[config.mk]
export PLATFORM = sky130hd
export DESIGN_NAME = register_file
export DESIGN_NICKNAME = d
export VERILOG_FILES = /design/src/rtl/register_file.sv
export SDC_FILE = /design/constraint.sdc
export NUM_CORES = 2
export LEC_CHECK = 0
export ABC_AREA = 1
export BUFFER_PORTS_ARGS = -buffer_cell sky130_fd_sc_hd__buf_2
export CAP_MARGIN = 5
export CELL_PAD_IN_SITES_DETAIL_PLACEMENT = 0
export CELL_PAD_IN_SITES_GLOBAL_PLACEMENT = 1
export CORE_ASPECT_RATIO = 0.6
export CORE_MARGIN = 5
export CORE_UTILIZATION = 37
export DETAILED_ROUTE_END_ITERATION = 12
export PLACE_DENSITY = 0.67
export SLEW_MARGIN = 20
export SYNTH_ARGS = -nofsm -noshare
export SYNTH_HDL_FRONTEND = slang
export SYNTH_SLANG_ARGS = --single-unit
export TNS_END_PERCENT = 100
[constraint.sdc]
create_clock -name clk -period 3.2 [get_ports clk]
set_clock_uncertainty 0.1 [all_clocks]
set_input_delay 0.8 -clock clk [delete_from_list [all_inputs] [get_ports clk]]
set_output_delay 0.8 -clock clk [all_outputs]
set_load 0.1 [all_outputs]
[src/rtl/register_file.sv]
// RV32I integer register file: 32 x 32-bit, two combinational read ports,
// one synchronous write port, x0 hardwired to zero, same-cycle write-through bypass.
module register_file #(
  parameter int DATA_WIDTH = 32,
  parameter int ADDR_WIDTH = 5
) (
  input  logic                  clk,
  input  logic                  rst,
  input  logic                  WE3,
  input  logic [ADDR_WIDTH-1:0] A1,
  input  logic [ADDR_WIDTH-1:0] A2,
  input  logic [ADDR_WIDTH-1:0] A3,
  input  logic [DATA_WIDTH-1:0] WD3,
  output logic [DATA_WIDTH-1:0] RD1,
  output logic [DATA_WIDTH-1:0] RD2
);

  localparam int DEPTH = 2 ** ADDR_WIDTH;

  // x0 has no storage at all, so its read path can never carry X.
  logic [DATA_WIDTH-1:0] regs [1:DEPTH-1];

  logic write_en;
  logic bypass_ok;

  assign write_en  = !rst && WE3 && (A3 != '0);
  assign bypass_ok = !rst && WE3;

  // NOTE: the whole array is cleared on reset, which forces it into flops;
  // a RAM macro cannot be used for this storage.
  always_ff @(posedge clk) begin
    if (rst) begin
      for (int i = 1; i < DEPTH; i++) begin
        // NOTE: non-blocking assignments for all sequential state, so every
        // register updates from pre-edge values.
        regs[i] <= '0;
      end
    end else if (write_en) begin
      regs[A3] <= WD3;
    end
  end

  // NOTE: each output gets a default first, so no path leaves it unassigned
  // and no latch is inferred.
  always_comb begin
    RD1 = '0;
    if (A1 != '0) begin
      if (bypass_ok && (A3 == A1)) RD1 = WD3;
      else                         RD1 = regs[A1];
    end
  end

  always_comb begin
    RD2 = '0;
    if (A2 != '0) begin
      if (bypass_ok && (A3 == A2)) RD2 = WD3;
      else                         RD2 = regs[A2];
    end
  end

endmodule

==> qor.csv <==
metric;value;unit
largest net degree at the start of global routing;43;
CTS tree;done;
pre-CTS setup slack;-0.565;ns
violated checks;design-rule violations, negative setup slack;
CP Launch Type;input pin;
Top reg by flops;regs;
Antenna Nets Post-Route;0;
die width;523;µm
TritonCTS Buffers;105;
Root Driver;clkbuf_16;
biggest regs;regs x1024;
vias in the first global route;52100;
DR vias/cell;5.71;
number of I/O pins;114;
final hold violation count;0;
Final Cycle Share;110;%
post-synth design cell area;58500;µm²
Initial Util;37.1;%
fin util;49.1;%
Yosys reg bits;1024;
commonest non-fill, non-tap cell in the layout;nand2_1;
H-tree levels;3;
Routed WL;280;mm
Overflow after GRT;0;
most frequent cells in the layout;nand2_1, nor2_1, edfxtp_1;
PortBufs;113;
first-pass GRT wire length;380;mm
Total GRT Usage;31.4;%
initial antenna violation count;7;
Synthesis Warnings;0;
Slew HR;38.4;%
drt pass-1 iters;12;
die area;166000;µm²
final setup vio count;64;
area of the multi-input gates;25300;µm²
pwr/cell area;486;nW/µm²
Worst VDD drop;521;µV
top_reg_cell synth;edfxtp_1;
syn_area_per_cell;7.90;µm²
fin crit period;3.51;ns
final hold slack;0.200;ns
placed cell count;9716;
RSZ-0062 raised after global routing;yes;
crit end category;primary output;
CTS Buffer Depth;3;
Worst-Margin Slew;0.924;ns
maxcap violations;0;
Max Fclk;0.285;GHz
Storage cell area;30700;µm²
Unique masters post-synth;31;
Layout Cells excl Fill;10100;
DP HPWL;168;mm
Core Box Area;158000;µm²
P&R area growth vs syn;32.2;%
Row Count;113;
TritonCTS Sinks;1024;
Data required, critical path;2.30;ns
DRC errors left;2;
outcome;finished with violations;
worst setup path class;input pin to primary output;
sequential element share of the synthesized area;52.6;%
Die H;318;µm
Async SR Flop Fraction;0;%
clk slew on worst S/H paths;0.07;ns
WP data arrival;2.61;ns
max FFs per register;1024;
min setup slack post-route;-0.308;ns
vias;57600;
leakage power;0.0329;µW
Fin Setup TNS;-14.22;ns
routability congestion estimate;0.910;
DR iter-0 viols;9409;
synthesized instance count;7402;
largest fanout on the critical path;8;
EDFF count, synth;1024;
Layout Nets;7923;
FILL cells;14900;
fin. max-slew vios;0;
Min-Delay Path Class;input pin to flop;
fraction of layout cells with a size suffix above 1;21.8;%
WL/cell;27.7;µm
[layout make-up]
| cell class | instances | share of cell area (%) |
|---|---|---|
| well taps | 2127 | 3.44 |
| multi-input cells | 5162 | 32.6 |
| flip-flops and latches | 1024 | 39.7 |
| inverters | 609 | 3.08 |
| clock inverters | 67 | 1.06 |
| repair inverters | 1 | 0.0146 |
| clock buffers | 128 | 3.67 |
| repair buffers | 970 | 16.3 |
| diodes | 4 | 0.0129 |
[what timing repair did]
action                                  4_1_cts  5_1_grt
hold endpoints to repair                      0        0
gates resized for setup                     390      418
buffers inserted                             33       79
hold buffers                                  0        0
pin swaps                                    64      160
endpoints found under the setup margin       64       64
gates cloned                                 27       52
[layer usage]
| layer | vias to the layer above | share of wire, % | GRT usage, % |
|---|---|---|---|
| li1 | 25300 | - | - |
| met3 | 619 | 14 | 7.96 |
| met2 | 3995 | 41 | 44.3 |
| met5 | - | 0.0046 | 0 |
| met1 | 27700 | 41 | 46.4 |
| met4 | 2 | 3.9 | 10.9 |
[power breakdown]
group | switching [µW] | total, µW | internal, µW
registers | 333 | 15800 | 15500
clock network | 5800 | 13700 | 7900
logic | 5220 | 8080 | 2860
total | 11400 | 37600 | 26200
[worst paths after layout]
path,startpoint,to,slack [ns],cells after the start
worst min-delay path,WD3[1],regs[0][1],0.20,1
worst max-delay path,A1[0],RD1[17],-0.31,12
[cell families (layout without fill, tap and decap cells)]
logic type / count (synthesis) / in the layout / synth area share [%]
AND/OR/NAND/NOR: 4250 / 4250 / 29.8
buffers and inverters: 1247 / 1775 / 9.14
flip-flops: 1024 / 1024 / 52.6
AO/OA/AOI/OAI: 880 / 880 / 8.48
other: 1 / 36 / 0.00641
[Yosys cell counts, types with 2 or more instances]
master	number	area [µm²]
a21oi_1	251	1260
a21oi_2	14	123
buf_1	32	120
buf_12	2	40.0
buf_2	278	1390
buf_4	28	210
buf_6	23	259
clkbuf_1	273	1020
clkbuf_2	2	10.0
edfxtp_1	1024	30700
inv_1	598	2240
inv_2	9	33.8
nand2_1	1777	6670
nand3_1	1020	5100
nand3_2	2	20.0
nor2_1	1382	5190
nor3_1	9	45.0
nor3_4	3	48.8
o211ai_1	198	1490
o21ai_0	353	1770
o21ai_1	59	295
o22ai_1	5	31.3
or2_2	52	325
[critical path, stage by stage]
cell       delay (ns)
buf_16           0.18
clkinv_16        0.17
o22ai_4          0.18
a21oi_2          0.07
nand3_4          0.09
buf_12           0.19
buf_12           0.13
o21ai_1          0.06
buf_4            0.15
a21oi_4          0.23
buf_12           0.14
buf_12           0.16
[stage by stage]
stage | instance area (µm²) | total power [µW]
detailed placement | 67700 | 22900
global placement | 67700 | 22900
floorplan | 59600 | 19900
finish | 77400 | 37600
global route | 77400 | 38700
CTS | 74100 | 37000
Note: power is estimated with default switching activity, not from simulation.
